File: src/rtl/fetch_pkg.sv
// Shared constants and helpers for the instruction fetch stage.
// Holds datapath width, reset PC, branch opcode and branch-history-table parameters.
package fetch_pkg;

    localparam int unsigned DBITS         = 32;
    localparam logic [31:0] START_PC      = 32'h0000_0040;
    localparam logic [3:0]  BR_OPCODE     = 4'h2;
    localparam int unsigned BHT_IDX_BITS  = 6;
    localparam logic [1:0]  BHT_RESET_VAL = 2'b01;

    // Two-bit saturating counter step: taken counts up to 3, not-taken down to 0.
    function automatic logic [1:0] sat_update(input logic [1:0] ctr, input logic taken);
        logic [1:0] nxt;
        nxt = ctr;
        if (taken) begin
            if (ctr != 2'b11) begin
                nxt = ctr + 2'd1;
            end
        end else begin
            if (ctr != 2'b00) begin
                nxt = ctr - 2'd1;
            end
        end
        return nxt;
    endfunction

endpackage

File: src/rtl/Register.sv
// Generic enabled register with asynchronous active-high reset to a parameterised value.
// Used to hold the program counter of the fetch stage.
module Register #(
    parameter int unsigned       WIDTH     = 32,
    parameter logic [WIDTH-1:0]  RESET_VAL = '0
) (
    input  logic             clk,
    input  logic             reset,
    input  logic             wrtEn,
    input  logic [WIDTH-1:0] dataIn,
    output logic [WIDTH-1:0] dataOut
);

    logic [WIDTH-1:0] data_q;
    logic [WIDTH-1:0] data_d;

    always_comb begin
        data_d = data_q;
        if (wrtEn) begin
            data_d = dataIn;
        end
    end

    always_ff @(posedge clk or posedge reset) begin
        if (reset) begin
            data_q <= RESET_VAL;
        end else begin
            data_q <= data_d;
        end
    end

    assign dataOut = data_q;

endmodule

File: src/rtl/bht.sv
// Branch history table: 2^IDX_BITS two-bit saturating counters.
// One combinational read port and one synchronous update port; reads never see same-cycle updates.
module bht
    import fetch_pkg::*;
#(
    parameter int unsigned IDX_BITS = BHT_IDX_BITS
) (
    input  logic                clk,
    input  logic                reset,
    input  logic [IDX_BITS-1:0] rd_idx,
    output logic [1:0]          rd_ctr,
    input  logic                upd_en,
    input  logic [IDX_BITS-1:0] upd_idx,
    input  logic                upd_taken
);

    localparam int unsigned ENTRIES = 1 << IDX_BITS;

    logic [1:0] ctr_q [ENTRIES];
    logic [1:0] ctr_d [ENTRIES];

    always_comb begin
        ctr_d = ctr_q;
        if (upd_en) begin
            ctr_d[upd_idx] = sat_update(ctr_q[upd_idx], upd_taken);
        end
    end

    always_ff @(posedge clk or posedge reset) begin
        if (reset) begin
            for (int i = 0; i < int'(ENTRIES); i++) begin
                ctr_q[i] <= BHT_RESET_VAL;
            end
        end else begin
            ctr_q <= ctr_d;
        end
    end

    assign rd_ctr = ctr_q[rd_idx];

endmodule

File: src/rtl/fetch_unit.sv
// Instruction fetch stage: PC register, sequential/branch target adders and BHT-based prediction.
// Mispredict redirect beats stall, stall beats prediction, prediction beats sequential fetch.
module fetch_unit
    import fetch_pkg::*;
#(
    parameter int unsigned      DBITS        = fetch_pkg::DBITS,
    parameter logic [DBITS-1:0] START_PC     = DBITS'(fetch_pkg::START_PC),
    parameter int unsigned      BHT_IDX_BITS = fetch_pkg::BHT_IDX_BITS
) (
    input  logic             clk,
    input  logic             reset,
    input  logic             stall,
    input  logic [DBITS-1:0] imemData,
    input  logic             exValid,
    input  logic [DBITS-1:0] exPc,
    input  logic             exTaken,
    input  logic             exMispredict,
    input  logic [DBITS-1:0] exTarget,
    output logic [DBITS-1:0] imemAddr,
    output logic [DBITS-1:0] instWord,
    output logic [DBITS-1:0] pcIncremented,
    output logic [DBITS-1:0] brBaseOffset,
    output logic             prediction
);

    logic [DBITS-1:0]        pc_q;
    logic [DBITS-1:0]        pc_d;
    logic                    pc_we;
    logic                    redirect;
    logic                    is_branch;
    logic [DBITS-1:0]        imm_ext;
    logic [1:0]              lookup_ctr;
    logic [BHT_IDX_BITS-1:0] lookup_idx;
    logic [BHT_IDX_BITS-1:0] update_idx;
    logic                    unused_bits;

    assign redirect = exValid & exMispredict;
    assign pc_we    = !stall | redirect;

    assign imemAddr      = pc_q;
    assign instWord      = imemData;
    assign pcIncremented = pc_q + DBITS'(4);

    // Word offset: sign-extended 16-bit immediate scaled by 4.
    assign imm_ext      = {{(DBITS-18){imemData[15]}}, imemData[15:0], 2'b00};
    assign brBaseOffset = pcIncremented + imm_ext;

    assign is_branch  = (imemData[31:28] == BR_OPCODE);
    assign lookup_idx = pc_q[BHT_IDX_BITS+1:2];
    assign update_idx = exPc[BHT_IDX_BITS+1:2];
    assign prediction = is_branch & lookup_ctr[1];

    always_comb begin
        pc_d = pcIncremented;
        if (redirect) begin
            pc_d = {exTarget[DBITS-1:2], 2'b00};
        end else if (prediction) begin
            pc_d = brBaseOffset;
        end
    end

    Register #(
        .WIDTH     (DBITS),
        .RESET_VAL (START_PC)
    ) u_pc (
        .clk     (clk),
        .reset   (reset),
        .wrtEn   (pc_we),
        .dataIn  (pc_d),
        .dataOut (pc_q)
    );

    bht #(
        .IDX_BITS (BHT_IDX_BITS)
    ) u_bht (
        .clk       (clk),
        .reset     (reset),
        .rd_idx    (lookup_idx),
        .rd_ctr    (lookup_ctr),
        .upd_en    (exValid),
        .upd_idx   (update_idx),
        .upd_taken (exTaken)
    );

    // Address bits outside the BHT index and opcode-irrelevant fields are intentionally ignored.
    assign unused_bits = ^{exPc[DBITS-1:BHT_IDX_BITS+2], exPc[1:0], exTarget[1:0], imemData[27:16]};

endmodule
File: config.mk
export PLATFORM = sky130hd
export DESIGN_NAME = fetch_unit
export DESIGN_NICKNAME = d
export VERILOG_FILES = /design/src/rtl/fetch_pkg.sv /design/src/rtl/Register.sv /design/src/rtl/bht.sv /design/src/rtl/fetch_unit.sv
export SDC_FILE = /design/constraint.sdc
export NUM_CORES = 1
export LEC_CHECK = 0
export ABC_AREA = 1
export ABC_CLOCK_PERIOD_IN_PS = 10300
export CAP_MARGIN = 20
export CORE_ASPECT_RATIO = 1.75
export CORE_MARGIN = 2
export CORE_UTILIZATION = 35
export CTS_CLUSTER_SIZE = 30
export DETAILED_ROUTE_END_ITERATION = 16
export HOLD_SLACK_MARGIN = 0.1
export MAX_ROUTING_LAYER = met4
export PLACE_DENSITY = 0.55
export SLEW_MARGIN = 15
export SYNTH_ARGS = -nofsm -noshare
export SYNTH_HDL_FRONTEND = slang
export SYNTH_SLANG_ARGS = --single-unit
File: constraint.sdc
create_clock -name clk -period 10.3 [get_ports clk]
set_input_delay 2.06 -clock clk [delete_from_list [all_inputs] [get_ports clk]]
set_output_delay 2.06 -clock clk [all_outputs]
set_load 0.01 [all_outputs]
==> results of run 1 <==
[flip-flops by register name (all words and copies together), names as in the netlist]
signal,flops
u_pc.dataOut,30
u_bht.ctr_q,128
[worst max-delay path: stages (launching register included)]
cell and delay [ns]:
dfrtp_1 0.76, nand2_1 0.34, nor2_2 0.36, nand4_1 0.23
nor2_2 0.31, nand2_2 0.17, nor2_4 0.23, nand2_1 0.12
xor2_1 0.21, inv_1 0.13, ha_1 0.37, nand2_1 0.12
nor2_1 0.28, nand2_1 0.13, nor4_1 0.18, nand2_1 0.11
nand3b_1 0.10, nand2_1 0.13, inv_1 0.15, clkdlybuf4s50_1 0.55
[Yosys cell counts (2+ instances only)]
| master | number | area (um2) |
|---|---|---|
| clkbuf_1 | 9 | 33.8 |
| a32o_1 | 2 | 20.0 |
| clkinv_1 | 2 | 7.51 |
| inv_1 | 246 | 923 |
| a21oi_1 | 50 | 250 |
| nand3_1 | 209 | 1050 |
| nand2_1 | 828 | 3110 |
| a21o_1 | 4 | 30.0 |
| nor3_1 | 22 | 110 |
| nor4_1 | 2 | 12.5 |
| dfstp_2 | 65 | 1710 |
| nand3_2 | 7 | 70.1 |
| buf_6 | 12 | 135 |
| buf_2 | 26 | 130 |
| inv_2 | 10 | 37.5 |
| xor2_1 | 38 | 333 |
| xnor2_1 | 3 | 26.3 |
| a22o_1 | 4 | 35.0 |
| nand4_1 | 13 | 81.3 |
| o21ai_0 | 53 | 265 |
| nand3b_1 | 6 | 45.0 |
| o211ai_1 | 3 | 22.5 |
| o21bai_1 | 24 | 180 |
| nor2_1 | 153 | 574 |
| buf_1 | 4 | 15.0 |
| dfrtp_1 | 93 | 2330 |
| nand2_4 | 3 | 33.8 |
| nor2_2 | 6 | 37.5 |
| o21ai_1 | 27 | 135 |
| buf_4 | 57 | 428 |
| ha_1 | 36 | 450 |
| nand2_2 | 3 | 18.8 |
[cell type report]
type / count / area, um2
Fill cell: 3958 / 21000
Multi-Input combinational cell: 1506 / 6970
Sequential cell: 158 / 4040
Timing Repair Buffer: 182 / 1790
Inverter: 259 / 980
Tap cell: 470 / 588
Clock buffer: 20 / 457
Clock inverter: 11 / 133
[worst max path at each step]
stage,endpoint,from,cells past startpoint
global placement,brBaseOffset[29],imemData[15],11
detailed placement,brBaseOffset[29],imemData[15],11
finish,brBaseOffset[29],u_pc.dataOut[4],19
global route,brBaseOffset[29],u_pc.dataOut[4],19
floorplan,u_bht.ctr_q[101],reset,1
CTS,brBaseOffset[29],u_pc.dataOut[4],19
[logic make-up after synthesis]
group	Yosys count	synth area share, %
xor gates and xnor gates	41	2.83
buffers and inverters	367	13.5
DFF	158	31.8
AOI/OAI and AO/OA	168	7.48
adders and majority gates	37	3.71
and+or+nand+nor	1254	40.6
other	1	0.0295
[power breakdown]
group | switching [mW] | internal [mW] | leakage (nW) | total [mW]
Combinational | 0.627 | 0.385 | 5.10 | 1.01
Sequential | 0.0628 | 0.704 | 1.93 | 0.767
Clock | 0.299 | 0.371 | 0.271 | 0.670
Total | 0.989 | 1.46 | 7.30 | 2.45
[per-stage QoR]
step	power, mW	setup slack (ns)	cells	hold slack, ns	cell area [um2]
finish	2.45	2.80	2606	0.467	15000
global placement	1.79	2.91	2575	0.453	14400
CTS	2.46	2.74	2606	0.469	15000
global route	2.58	2.59	2606	0.478	15000
floorplan	1.33	4.08	2031	0.447	12700
detailed placement	1.79	2.87	2575	0.457	14400
[per-layer routing]
metal  vias up  wire, um  global-route usage, %
met2       460     25700                   47.8
met1      6209     18200                   27.9
met5         -         0                      -
met4         0      2360                   12.6
met3       100      2390                   3.46
li1       6462         -                      -
==> key figures, run 1 <==
Detailed routing
  • Wirelength per Cell: 18.7 um
  • Via count: 13,200
  • Final WL: slightly below 50,000 um
  • DRC viols: 0
  • Post-DRT Antenna Nets: 0
  • Drt first-iter violations: ~760
  • Via/cell ratio: 5.08
  • 1st-pass router iterations: 5

STA
  • Slew Viols, Final: 0
  • Rel. slew slack: between 30 and 40%
  • Clk_skew: around 0.015 ns
  • Minimum clock period: around 7.5 ns
  • Slew @ Worst Pin: around 0.96 ns
  • Peak Freq: between 100 and 150 MHz
  • Final setup TNS: 0 ns
  • Setup violators final: 0
  • Final Hold Vio Count: 0
  • Unrepaired setup endpoints after global routing: no
  • Fin crit share: 72.8%

Min path
  • HP Start: u_bht.ctr_q[58]
  • Type of the worst min-delay path: reg -> reg
  • Hold path cells: 2
  • Hold Path Sink: u_bht.ctr_q[58]

Finish
  • Most frequent cells in the layout: nand2_1, inv_1, nand3_1
  • Final #Nets: ~2,300
  • Layout cells sized above 1: ~6.6%
  • Final core occ: 41.7%
  • Synthesis-to-finish area growth: 17.9%
  • Commonest non-fill, non-tap cell in the layout: nand2_1
  • Diodes inserted: 0

Synthesis
  • Synthesized area: ~13,000 um2
  • Ys async rst share: 100%
  • Synth Register Bits: ~160
  • Warning count from the yosys run: 0
  • Top FF cell, synth: dfrtp_1
  • Syn avg cell area: about 6.3 um2
  • Synthesized instance count: 2,026
  • Post-synth EDFFs: 0
  • Post-synthesis sequential area ratio: approximately a third
  • Synth unique cells: 38

Floorplan
  • Initial Util: between 30% and 40%
  • I/O Pins: 231
  • Row Count: 92
  • Die Y: between 200 and 300 um
  • Core ar.: around 36,000 um2
  • Die area: 37,900 um2
  • Die Width: roughly 150 um

Place
  • Placer Congestion: between 0.9 and 1
  • Post-detail-place hpwl: 35,400 um
  • Port-buffer cells: approximately 170

Setup path
  • RR Startpoint: u_pc.dataOut[4]
  • Worst reg-to-reg path cell count: 21
  • Startpoint Class: flop
  • Worst path required time: approximately 8 ns
  • R2r setup slk: 5.54 ns
  • Crit. End Element: output pin
  • CP Class: reg -> out
  • Reg2Reg Capture Point: u_pc.dataOut[29]
  • WP data arrival: about 5.4 ns
  • Crit path max fanout: 10

Clock network
  • TritonCTS clock tree: yes
  • H-tree Lvls: 4
  • Clk root buf: clkbuf_16
  • Sink Count: 158
  • Clock transition at the registers of the reported paths: around 0.070 ns
  • Number of gates resized after CTS: 0
  • Cts hold-fix bufs: 0
  • Clock Path Buffers: 2
  • Total CTS buffers: 17
  • Clk_lat worst skew: between 0.4 and 0.5 ns
  • Setup bufs post-CTS: 0

GRT
  • Number of global-route vias before repair: 12,900
  • Grt ovf: 0
  • Largest net degree at the start of global routing: about 80
  • First-pass GRT wire length: around 74,000 um
  • Initial antenna violation count: 0
  • Tot GR Track Use: between 20% and 30%

Run status
  • Run status: complete, no violations

Power and ir drop
  • Pwr dens: between 150 and 200 nW/um2
  • Static Leak: between 7 and 8 nW
  • Max VDD drop: ~0.00012 V

Flow run
  • Max-cap violations: 0
(Power assumes the default switching activity.)
==> inputs of run 2 (changes only) <==
- ABC_CLOCK_PERIOD_IN_PS: 10300 -> 6500
- PLACE_DENSITY: 0.55 -> 0.57
- clock period: 10.3 -> 6.5 ns (I/O delays scaled with it)
==> run 2 against run 1 <==
  * Total power grew 57%
  * Register-to-register slack worse by 3.2 ns
  * Cell area increased by 0.28%
  * Count of clock-buffer cells in the layout shrank 3
  * Final cell count up 0.23%
  * Clock skew increased by 0.0051 ns
  * Die area did not move
  * Worst setup slack lost 2.5 ns
  * Via count is 0.94% higher
  * First-iteration DRC count increased by 3.2%
  * Hold slack gained 0.0026 ns
==> key figures, run 2 (synthesis results as in run 1) <==
Run status
  • Run status: complete, no violations

GRT
  • Tot GR Track Use: between 20% and 30%
  • Initial antenna violation count: 0
  • First-pass GRT wire length: around 74,000 um
  • Number of global-route vias before repair: around 13,000
  • Largest net degree at the start of global routing: 68
  • Grt ovf: 0

Clock network
  • Clock transition at the registers of the reported paths: around 0.07 ns
  • Cts hold-fix bufs: 0
  • Total CTS buffers: 17
  • Sink Count: roughly 160
  • TritonCTS clock tree: yes
  • H-tree Lvls: 4
  • Setup bufs post-CTS: 0
  • Clock Path Buffers: 2
  • Number of gates resized after CTS: 0
  • Clk root buf: clkbuf_16
  • Clk_lat worst skew: 0.46 ns

Detailed routing
  • DRC viols: 0
  • Post-DRT Antenna Nets: 0
  • 1st-pass router iterations: 5
  • Drt first-iter violations: around 780
  • Wirelength per Cell: roughly 19 um
  • Via count: around 13,000
  • Final WL: 48,400 um
  • Via/cell ratio: 5.11

Setup path
  • RR Startpoint: u_pc.dataOut[3]
  • Slowest stage cell, crit path: clkdlybuf4s50_1
  • R2r setup slk: 2.38 ns
  • Crit. End Element: output pin
  • Crit-path cells: buf_4 -> ha_1 -> inv_1 -> nor2_4 -> nand4_1 -> nor2_4 -> nand2_2 -> nor2_4 -> nand2_1 -> xor2_1 -> inv_1 -> ha_1 -> a21oi_1 -> o21ai_0 -> o21bai_1 -> a21oi_1 -> nand2_1 -> nand2_1 -> nand2_1 -> inv_1 -> clkdlybuf4s50_1
  • Worst path required time: 5.20 ns
  • Crit path max fanout: 13
  • Most frequent CP cell: nand2_1
  • Max stage delay on crit path: 0.53 ns
  • Worst reg-to-reg path cell count: 21
  • CP Class: reg -> out
  • Reg2Reg Capture Point: u_pc.dataOut[27]
  • Startpoint Class: flop
  • WP data arrival: between 4 and 5 ns

Finish
  • Synthesis-to-finish area growth: 18.2%
  • Most frequent cells in the layout: nand2_1, inv_1, nand3_1
  • Diodes inserted: 0
  • Layout cells sized above 1: just under 7%
  • Number of flip-flops in the largest register: around 130
  • Final #Nets: ~2,300
  • Largest Register: u_bht.ctr_q
  • Commonest non-fill, non-tap cell in the layout: nand2_1

Power and ir drop
  • Max VDD drop: 0.000180 V
  • Final Power: 3.86 mW
  • Pwr dens: roughly 260 nW/um2
  • Static Leak: 7.34 nW

Floorplan
  • Die Y: approximately 260 um
  • Die Width: approximately 150 um
  • I/O Pins: approximately 230
  • Core ar.: roughly 36,000 um2
  • Initial Util: a little over a third
  • Row Count: a little over 90
  • Die area: approximately 38,000 um2

STA
  • Slew @ Worst Pin: 0.927 ns
  • Final setup TNS: 0 ns
  • Final Hold Vio Count: 0
  • Unrepaired setup endpoints after global routing: no
  • Clk_skew: 0.0201 ns
  • Slew Viols, Final: 0
  • Fin crit share: a little over nine tenths
  • Rel. slew slack: between 30% and 40%
  • Peak Freq: between 150 and 200 MHz
  • Minimum clock period: 6.15 ns
  • Setup violators final: 0

Min path
  • Type of the worst min-delay path: reg -> reg
  • HP Start: u_bht.ctr_q[100]
  • Hold path cells: 2
  • Hold Path Sink: u_bht.ctr_q[100]

Place
  • Placer Congestion: 0.984
  • Port-buffer cells: 172
  • Post-detail-place hpwl: 35,600 um

Flow run
  • Max-cap violations: 0
[run 2: final cells by class]
| cell class | count | area [um2] |
|---|---|---|
| clock inverter | 15 | 148 |
| multi-input combinational | 1506 | 6980 |
| sequential | 158 | 4040 |
| fill | 3898 | 20900 |
| inverter | 259 | 980 |
| timing repair buffer | 187 | 1840 |
| tap | 470 | 588 |
| clock buffer | 17 | 425 |
[run 2: power by group]
part           internal, mW  switching [mW]  total, mW  leakage (nW)
Combinational         0.619           0.990       1.61          5.13
Clock                 0.540           0.494       1.03         0.280
Sequential             1.12          0.0978       1.21          1.93
Total                  2.27            1.58       3.86          7.34
[run 2: worst max-delay path by stage]
| stage | end | depth (start not counted) | startpoint |
|---|---|---|---|
| 6_report | brBaseOffset[27] | 21 | u_pc.dataOut[3] |
| 4_1_cts | brBaseOffset[27] | 21 | u_pc.dataOut[3] |
| 5_1_grt | brBaseOffset[29] | 21 | u_pc.dataOut[3] |
| 2_1_floorplan | u_bht.ctr_q[101] | 1 | reset |
| 3_3_place_gp | brBaseOffset[31] | 11 | imemData[15] |
| 3_5_place_dp | brBaseOffset[19] | 8 | imemData[15] |
[run 2: per-layer routing]
layer | vias up | global-route usage, % | share of wire (%)
met1 | 6206 | 26.8 | 36
met5 | - | - | 0
met4 | 0 | 15.8 | 6.6
li1 | 6457 | - | -
met2 | 527 | 47.0 | 52
met3 | 165 | 3.35 | 4.9
[run 2: through the flow]
| step | cells | setup slack, ns | instance area [um2] | util [%] | hold slack, ns |
|---|---|---|---|---|---|
| 2_1_floorplan | 2031 | 1.04 | 12700 | - | 0.447 |
| 3_3_place_gp | 2580 | 0.654 | 14400 | 40.1 | 0.454 |
| 3_5_place_dp | 2580 | 0.647 | 14400 | 40.1 | 0.457 |
| 4_1_cts | 2612 | 0.202 | 15000 | 41.7 | 0.470 |
| 5_1_grt | 2612 | 0.0201 | 15000 | 41.8 | 0.476 |
| 6_report | 2612 | 0.347 | 15000 | 41.8 | 0.470 |
[run 2: worst max-delay path: cells and delay by family, from the launching register on]
family | cells | cell delay [ns]
simple gates | 9 | 1.43
buf+inv | 5 | 1.08
compound gates | 4 | 0.76
fa+ha+maj | 2 | 0.59
flops | 1 | 0.32
xor+xnor | 1 | 0.21
